==> src/rtl/clk_div_prog.sv <==
// ============================================================================
// Module   : clk_div_prog
// Brief    : Runtime-programmable integer clock divider with programmable
//            high time, glitch-free config apply at period boundaries.
//            Optional macro CLK_DIV_AUTO_DUTY_EN derives high time from div.
// Revision : 1.0 - initial release
// ============================================================================
`default_nettype none

module clk_div_prog #(
  parameter int unsigned CNT_W    = 8,
  parameter int unsigned DEF_DIV  = 5,
  parameter int unsigned DEF_HIGH = 3
) (
  input  logic             clk_200mhz,
  input  logic             rst_n,
  input  logic             enable,
  input  logic [CNT_W-1:0] div_val,
  input  logic [CNT_W-1:0] high_val,
  input  logic             load,
  output logic             clk_out,
  output logic             rise_tick,
  output logic             cfg_busy,
  output logic             cfg_err
);

  localparam logic [CNT_W-1:0] c_ZERO    = '0;
  localparam logic [CNT_W-1:0] c_ONE     = CNT_W'(1);
  localparam logic [CNT_W-1:0] c_TWO     = CNT_W'(2);
  localparam logic [CNT_W-1:0] c_DEF_DIV = CNT_W'(DEF_DIV);
`ifdef CLK_DIV_AUTO_DUTY_EN
  localparam logic [CNT_W-1:0] c_RST_HIGH = CNT_W'((DEF_DIV + 1) / 2);
`else
  localparam logic [CNT_W-1:0] c_RST_HIGH = CNT_W'(DEF_HIGH);
`endif

  typedef enum logic [0:0] {
    IDLE = 1'b0,
    RUN  = 1'b1
  } state_t;

  state_t           r_state,     w_state_nxt;
  logic [CNT_W-1:0] r_cnt,       w_cnt_nxt;
  logic [CNT_W-1:0] r_div_act,   w_div_act_nxt;
  logic [CNT_W-1:0] r_high_act,  w_high_act_nxt;
  logic [CNT_W-1:0] r_div_pend,  w_div_pend_nxt;
  logic [CNT_W-1:0] r_high_pend, w_high_pend_nxt;
  logic             r_pend,      w_pend_nxt;
  logic             r_cfg_err,   w_cfg_err_nxt;
  logic             r_clk_out,   w_clk_out_nxt;
  logic             r_rise_tick, w_rise_tick_nxt;

  logic             w_boundary;
  logic             w_apply;
  logic             w_load_ok;
  logic [CNT_W-1:0] w_load_high;

`ifdef CLK_DIV_AUTO_DUTY_EN
  // (div+1)>>1 written as (div>>1)+lsb so no bit of an extended sum is dropped
  logic w_unused_high;
  assign w_unused_high = ^high_val;
  assign w_load_high   = {1'b0, div_val[CNT_W-1:1]} + {{(CNT_W-1){1'b0}}, div_val[0]};
  assign w_load_ok     = (div_val >= c_TWO);
`else
  assign w_load_high   = high_val;
  assign w_load_ok     = (div_val >= c_TWO) && (high_val >= c_ONE) && (high_val < div_val);
`endif

  assign w_boundary = (r_state == RUN) && (r_cnt == (r_div_act - c_ONE));

  always_comb begin
    w_state_nxt     = r_state;
    w_cnt_nxt       = r_cnt;
    w_div_act_nxt   = r_div_act;
    w_high_act_nxt  = r_high_act;
    w_div_pend_nxt  = r_div_pend;
    w_high_pend_nxt = r_high_pend;
    w_pend_nxt      = r_pend;
    w_cfg_err_nxt   = r_cfg_err;
    w_apply         = 1'b0;

    case (r_state)
      IDLE: begin
        w_cnt_nxt = c_ZERO;
        w_apply   = r_pend;
        if (enable) begin
          w_state_nxt = RUN;
        end
      end
      RUN: begin
        if (w_boundary) begin
          w_cnt_nxt = c_ZERO;
          w_apply   = r_pend;
          if (!enable) begin
            w_state_nxt = IDLE;
          end
        end else begin
          w_cnt_nxt = r_cnt + c_ONE;
        end
      end
      default: begin
        w_state_nxt = IDLE;
        w_cnt_nxt   = c_ZERO;
      end
    endcase

    if (w_apply) begin
      w_div_act_nxt  = r_div_pend;
      w_high_act_nxt = r_high_pend;
      w_pend_nxt     = 1'b0;
    end

    // A load in the apply cycle is captured after the apply, so it waits for the next boundary
    if (load) begin
      if (w_load_ok) begin
        w_div_pend_nxt  = div_val;
        w_high_pend_nxt = w_load_high;
        w_pend_nxt      = 1'b1;
        w_cfg_err_nxt   = 1'b0;
      end else begin
        w_cfg_err_nxt   = 1'b1;
      end
    end

    w_clk_out_nxt   = (r_state == RUN) && (r_cnt < r_high_act);
    w_rise_tick_nxt = (r_state == RUN) && (r_cnt == c_ZERO);
  end

  always_ff @(posedge clk_200mhz or negedge rst_n) begin
    if (!rst_n) begin
      r_state     <= IDLE;
      r_cnt       <= c_ZERO;
      r_div_act   <= c_DEF_DIV;
      r_high_act  <= c_RST_HIGH;
      r_div_pend  <= c_DEF_DIV;
      r_high_pend <= c_RST_HIGH;
      r_pend      <= 1'b0;
      r_cfg_err   <= 1'b0;
      r_clk_out   <= 1'b0;
      r_rise_tick <= 1'b0;
    end else begin
      r_state     <= w_state_nxt;
      r_cnt       <= w_cnt_nxt;
      r_div_act   <= w_div_act_nxt;
      r_high_act  <= w_high_act_nxt;
      r_div_pend  <= w_div_pend_nxt;
      r_high_pend <= w_high_pend_nxt;
      r_pend      <= w_pend_nxt;
      r_cfg_err   <= w_cfg_err_nxt;
      r_clk_out   <= w_clk_out_nxt;
      r_rise_tick <= w_rise_tick_nxt;
    end
  end

  assign clk_out   = r_clk_out;
  assign rise_tick = r_rise_tick;
  assign cfg_busy  = r_pend;
  assign cfg_err   = r_cfg_err;

endmodule

`default_nettype wire

==> config.mk <==
export PLATFORM = sky130hd
export DESIGN_NAME = clk_div_prog
export DESIGN_NICKNAME = d
export VERILOG_FILES = /design/src/rtl/clk_div_prog.sv
export SDC_FILE = /design/constraint.sdc
export NUM_CORES = 1
export LEC_CHECK = 0
export CORE_ASPECT_RATIO = 0.75
export CORE_MARGIN = 2
export CORE_UTILIZATION = 61
export DETAILED_ROUTE_END_ITERATION = 6
export PLACE_DENSITY = 0.88
export SYNTH_ARGS = -nofsm -noshare
export SYNTH_HDL_FRONTEND = slang
export SYNTH_SLANG_ARGS = --single-unit
==> constraint.sdc <==
create_clock -name clk_200mhz -period 6 [get_ports clk_200mhz]
set_input_delay 1.8 -clock clk_200mhz [delete_from_list [all_inputs] [get_ports clk_200mhz]]
set_output_delay 1.8 -clock clk_200mhz [all_outputs]
set_load 0.01 [all_outputs]
==> results of run 1 <==
## critical path, cell delays in order
cell and delay (ns):
clkdlybuf4s50_1 0.56, ha_1 0.26, a21o_1 0.16, a21o_1 0.17, a211oi_1 0.25, o21a_1 0.70
mux2_2 0.42
## kinds of logic (layout without fill, tap and decap cells)
group           Yosys count  in the layout  synth area share [%]
flops                    45             45                  46.8
fa+ha+maj                17             17                  8.76
buf+inv                  27             53                  4.64
simple gates             43             43                  10.0
xor+xnor                 14             14                  5.05
compound gates           24             24                  8.35
mux                      32             32                  16.4
## worst max path at each step
stage	start	to	slack (ns)	cells past startpoint
floorplan	div_val[1]	r_div_pend[1]	2.11	9
CTS	div_val[1]	r_high_pend[6]	1.91	8
global route	div_val[1]	r_div_pend[6]	1.68	8
finish	high_val[1]	r_div_pend[6]	1.86	7
detailed placement	div_val[1]	r_high_pend[6]	1.59	8
global placement	div_val[1]	r_div_pend[4]	1.67	8
## layer usage
| layer | track usage [%] | up-vias |
|---|---|---|
| li1 | - | 752 |
| met1 | 33.0 | 783 |
| met2 | 37.1 | 25 |
| met3 | 4.75 | 8 |
| met4 | 9.35 | 0 |
| met5 | 0 | - |
## cell usage in the layout (no fill, tap or decap), types with 2 or more instances in the layout
cell             instances
mux2_2                  22
a21o_1                   7
xnor2_1                  9
ha_1                    17
nand3_1                  4
a211oi_1                 2
inv_1                   22
nand2_1                  2
and3_1                   2
o21bai_1                 2
dfstp_2                  8
clkdlybuf4s50_1         22
a31oi_1                  2
mux2_4                  10
o21ai_0                  2
dfrtp_1                 37
clkinv_2                 2
nor2_1                  13
nor3_1                   3
clkbuf_8                 5
nand2b_1                 5
nor4_1                   5
xor2_1                   5
## power by group through the flow
stage	Combinational, mW	Clock, mW	Sequential [mW]
final	0.0653	0.177	0.344
after global routing	0.0718	0.197	0.347
after detailed placement	0.0658	0	0.350
after CTS	0.0661	0.182	0.345
after global placement	0.0625	0	0.348
after floorplan	0.0361	0	0.344
## sequential cells by signal, summed over array words and instances, names as in the netlist
| name | cells |
|---|---|
| clk_out | 1 |
| cfg_err | 1 |
| r_high_act | 8 |
| r_high_pend | 8 |
| rise_tick | 1 |
| r_div_pend | 8 |
| r_div_act | 8 |
| r_cnt | 8 |
| cfg_busy | 1 |
| r_state | 1 |
## area by class of cell
type	instances	area, um2
fillers	273	962
well taps	52	65.1
flip-flops and latches	45	1140
clock inverters	2	10.0
repair buffers	23	225
clock buffers	6	72.6
multi-input cells	130	1180
inverters	22	82.6
==> metrics.yaml, run 1 <==
p_clk_share_pct: 30.2
met3_length_um: 145
cts_setup_buffers: 0
cts-hold-fix-buffers: 0
fin_ws_ns: 1.86
synthTopCellsByArea: "dfrtp_1 (38%), mux2_2 (10%), ha_1 (8.8%), dfstp_2 (8.7%), mux2_4 (6.2%)"
row_count: 19
synth.cell_area_um2: 2430
routed.top_layer: "met4"
switching_share_pct: 23.6
die_height_um: 58.6
crit_type: "in -> reg"
clock.fmax_mhz: 242
antenna_found_initial: 0
whs_endpoint: "cfg_err"
ant_nets: 0
yosysWarnings: 0
die_x_um: 76.8
rsz0062_at_grt: "false"
hold_viol: 0
power.density_nw_per_um2: 212
die_area_um2: 4510
first_pass_iters: 4
insertion_delay_ns: 0.30
peakVddDrop_v: 0.000208
hold_slack_ns: 0.501
core_um2: 3730
synth_cell_types: 41
cp.required_ns: 6.18
globalRouteTotalUtil_pct: 23.6
finalSetupViolCount: 0
rrSetupSlack_ns: 2.82
wl_met2_um: 2130
end_kind: "flip-flop"
seqPwrFrac_pct: 58.7
reg2reg_to: "r_high_act[6]"
initial_core_util_pct: 65.0
cts_resized: 0
ys_ff_latch: 45
place_inst: 272
post_drt_wl_per_cell_um: 16.3
syn_inst: 202
cts_buffers: 5
grt_max_degree: 46
rr_worst_depth: 6
maxSlewHeadroom_pct: 30.0
gp_congestion: 0.877
whs_path_depth: 2
design_area_um2: 2770
area_growth_pct: 14.1
avgSynthCellArea_um2: 12.0
clkTransAtPathRegs_ns: 0.07
yosysMostFrequentCell: "dfrtp_1"
slew_viol_final: 0
drc: 0
yosys.area.top_type: "dfrtp_1"
fin_skew_ns: 0.00727
total_power_uw: 587
wl_met1_um: 2210
drt_iter0_markers: 96
dp_hpwl_um: 3460
grt_pass1_wl_um: 8050
io_pins: 24
port_buffers: 23
min_period_ns: 4.14
setup_tns_ns: 0
cts_buffer_depth: 2
antenna_cells: 0
via_per_inst: 5.60
cp_max_fo: 18
power_frac_comb_pct: 11.1
rr_startpoint: "r_div_act[1]"
drv_cap: 0
hp-start: "cfg_err"
dr_total_vias: 1568
yosysTopAreaCellShare_pct: 38.1
root_buffer: "clkbuf_8"
post-route-util_pct: 74.2
synthTopCellsByCount: "dfrtp_1 (37), inv_1 (22), mux2_2 (22), ha_1 (17), nor2_1 (13)"
leakage_nw: 1.24
fin_crit_sh_pct: 69.0
cts_tree: "done"
dp_worst_setup_slack_ns: 1.59
cp-start-kind: "input pin"
final_cells: 280
syn_nets: 239
cts.sinks: 45
arrival_ns: 4.32
place_area_um2: 2690
synth-edff-count: 0
outcome: "completed"
cts.htree.levels: 2
seq_area_frac_synth_pct: 46.8
p_int_uw: 448
grt_pass1_vias: 1636
grt_overflow: 0
drive_above_1_share_pct: 23.7
hp-class: "reg -> reg"
nNetsFinal: 264
synthFlopType: "dfrtp_1"
worst_pin_slew_ns: 1.05
wirelength_um: 4560
postSynth.asyncResetShare_pct: 100
switching_power_uw: 138
(Power assumes the default switching activity.)
==> run 2, diff against run 1 <==
- CORE_UTILIZATION: 61 -> 51
- PLACE_DENSITY: 0.88 -> 0.78
- clock period: 6 -> 3.39 ns (I/O delays scaled with it)
==> run 2 against run 1 <==
Against the previous run: sequential cell count did not move; count of clock-buffer cells in the layout stayed put; via count grew 1.1%; critical endpoint is now r_high_pend[2]; critical path type unchanged; worst hold slack gained 0.011 ns; sequential share of layout area down 0.53 points; power up 78%.
==> metrics.yaml, run 2 (synthesized netlist as in run 1, its figures left out) <==
cp.required_ns: 3.58  # -2.60 ns
fin_skew_ns: 0.00965  # +0.00238 ns
cts.htree.levels: 2  # unchanged
initial_core_util_pct: 53.7  # -11 points
maxSlewHeadroom_pct: 34.0  # +4.0 points
finalSetupViolCount: 0  # unchanged
crit_top_cell: "a21o_1"
cts_buffer_depth: 2  # unchanged
ant_nets: 0  # unchanged
hold_viol: 0  # unchanged
grt_pass1_vias: 1593  # -2.6%
post_drt_wl_per_cell_um: 16.0  # -2.0%
setup_tns_ns: 0  # unchanged
first_pass_iters: 4  # unchanged
insertion_delay_ns: 0.30  # about the same
drc: 0  # unchanged
port_buffers: 23  # unchanged
rsz0062_at_grt: "false"
critPathSlowestCell: "clkdlybuf4s50_1"
whs_path_depth: 1  # -1
drive_above_1_share_pct: 25.0  # +1.3 points
end_kind: "flip-flop"
outcome: "completed"
die_height_um: 63.7  # +8.7%
slew_viol_final: 0  # unchanged
grt_pass1_wl_um: 8040  # -0.17%
drt_iter0_markers: 53  # -45%
globalRouteTotalUtil_pct: 19.4  # -4.2 points
area_growth_pct: 15.6
row_count: 21  # +2
critPathMaxStageDelay_ns: 0.50  # -0.20 ns
cts_resized: 0  # unchanged
peakVddDrop_v: 0.000247  # +19%
arrival_ns: 3.16  # -1.16 ns
rr_worst_depth: 7  # +1
wirelength_um: 4610  # +1.2%
cp_num_buf_inv: 3  # +2
leakage_nw: 1.26  # +1.6%
min_period_ns: 2.97
power.density_nw_per_um2: 372  # +76%
grt_overflow: 0  # unchanged
cts-hold-fix-buffers: 0  # unchanged
io_pins: 24  # unchanged
dp_hpwl_um: 3480  # +0.55%
crit_type: "in -> reg"
worst_pin_slew_ns: 0.990  # -0.0570 ns
hp-class: "reg -> reg"
cts_tree: "done"
cp_max_fo: 11  # -7
die_x_um: 83.7  # +8.9%
crit_family: "buffers and inverters"
root_buffer: "clkbuf_8"
drv_cap: 0  # unchanged
antenna_found_initial: 0  # unchanged
core_um2: 4520  # +21%
nNetsFinal: 268  # +1.5%
grt_max_degree: 46  # unchanged
crit_chain: "clkdlybuf4s50_1 > inv_1 > ha_1 > a21o_1 > a21o_1 > a211oi_1 > o21a_1 > buf_4 > mux2_2"
cts_setup_buffers: 0  # unchanged
final_common_cell: "dfrtp_1"
cp-start-kind: "input pin"
fin_crit_sh_pct: 87.7
hold_slack_ns: 0.512  # +0.0114 ns
clock.fmax_mhz: 336
final_cell_mix: "dfrtp_1 (37), inv_1 (22), mux2_2 (22), clkdlybuf4s50_1 (22), ha_1 (17)"
die_area_um2: 5330  # +18%
dr_total_vias: 1585  # +1.1%
clkTransAtPathRegs_ns: 0.08  # about the same
via_per_inst: 5.48  # -2.1%
cts_buffers: 5  # unchanged
cp.depth: 9  # +2
antenna_cells: 0  # unchanged
gp_congestion: 0.780  # -11%
cts.sinks: 45  # unchanged
## run 2: changes by cell type in the layout (fill, tap and decap cells not counted)
cell and change:
buf_4 +4
## run 2: where the power goes
group | total (mW) | internal, mW | switching (mW)
sequential | 0.606 | 0.584 | 0.0224
clock | 0.319 | 0.143 | 0.176
combinational | 0.119 | 0.0700 | 0.0492
## run 2: area by class of cell
| class | instances | area, um2 |
|---|---|---|
| clock buffer | 6 | 72.6 |
| clock inverter | 2 | 10.0 |
| fill | 365 | 1710 |
| inverter | 22 | 82.6 |
| multi-input combinational | 130 | 1180 |
| sequential | 45 | 1140 |
| tap | 57 | 71.3 |
| timing repair buffer | 27 | 255 |
## run 2: through the flow
stage | total power [mW] | cells | area (um2) | setup WS (ns) | utilization [%]
after floorplan | 0.672 | 202 | 2430 | 0.287 | -
after global placement | 0.731 | 281 | 2720 | 0.193 | 60.3
after detailed placement | 0.738 | 281 | 2720 | 0.112 | 60.3
after CTS | 1.06 | 289 | 2810 | 0.421 | 62.1
after global routing | 1.10 | 289 | 2810 | 0.330 | 62.1
final | 1.04 | 289 | 2810 | 0.417 | 62.1
## run 2: final timing paths
| check | start | endpoint | slack (ns) |
|---|---|---|---|
| min | r_div_pend[3] | r_div_act[3] | 0.51 |
| max in group asynchronous | rst_n | r_high_act[2] | 1.91 |
| max | div_val[1] | r_high_pend[2] | 0.42 |
| min in group asynchronous | rst_n | cfg_busy | 0.88 |
| min reg2reg | r_div_pend[3] | r_div_act[3] | 0.51 |
| max reg2reg | r_div_act[1] | r_div_act[1] | 0.63 |
## run 2: per-layer routing
metal  vias up  share of wire, %  GRT usage, %
li1        769                 -             -
met1       783                51          28.0
met2        30                44          30.0
met3         3               4.1          4.78
met4         0              0.74          4.23
met5         -                 0             0
==> run 3, diff against run 2 <==
- RECOVER_POWER: not set -> 25
==> results of run 3 <==
Same layout as run 2: the final DEF is identical, and so are final timing and power.
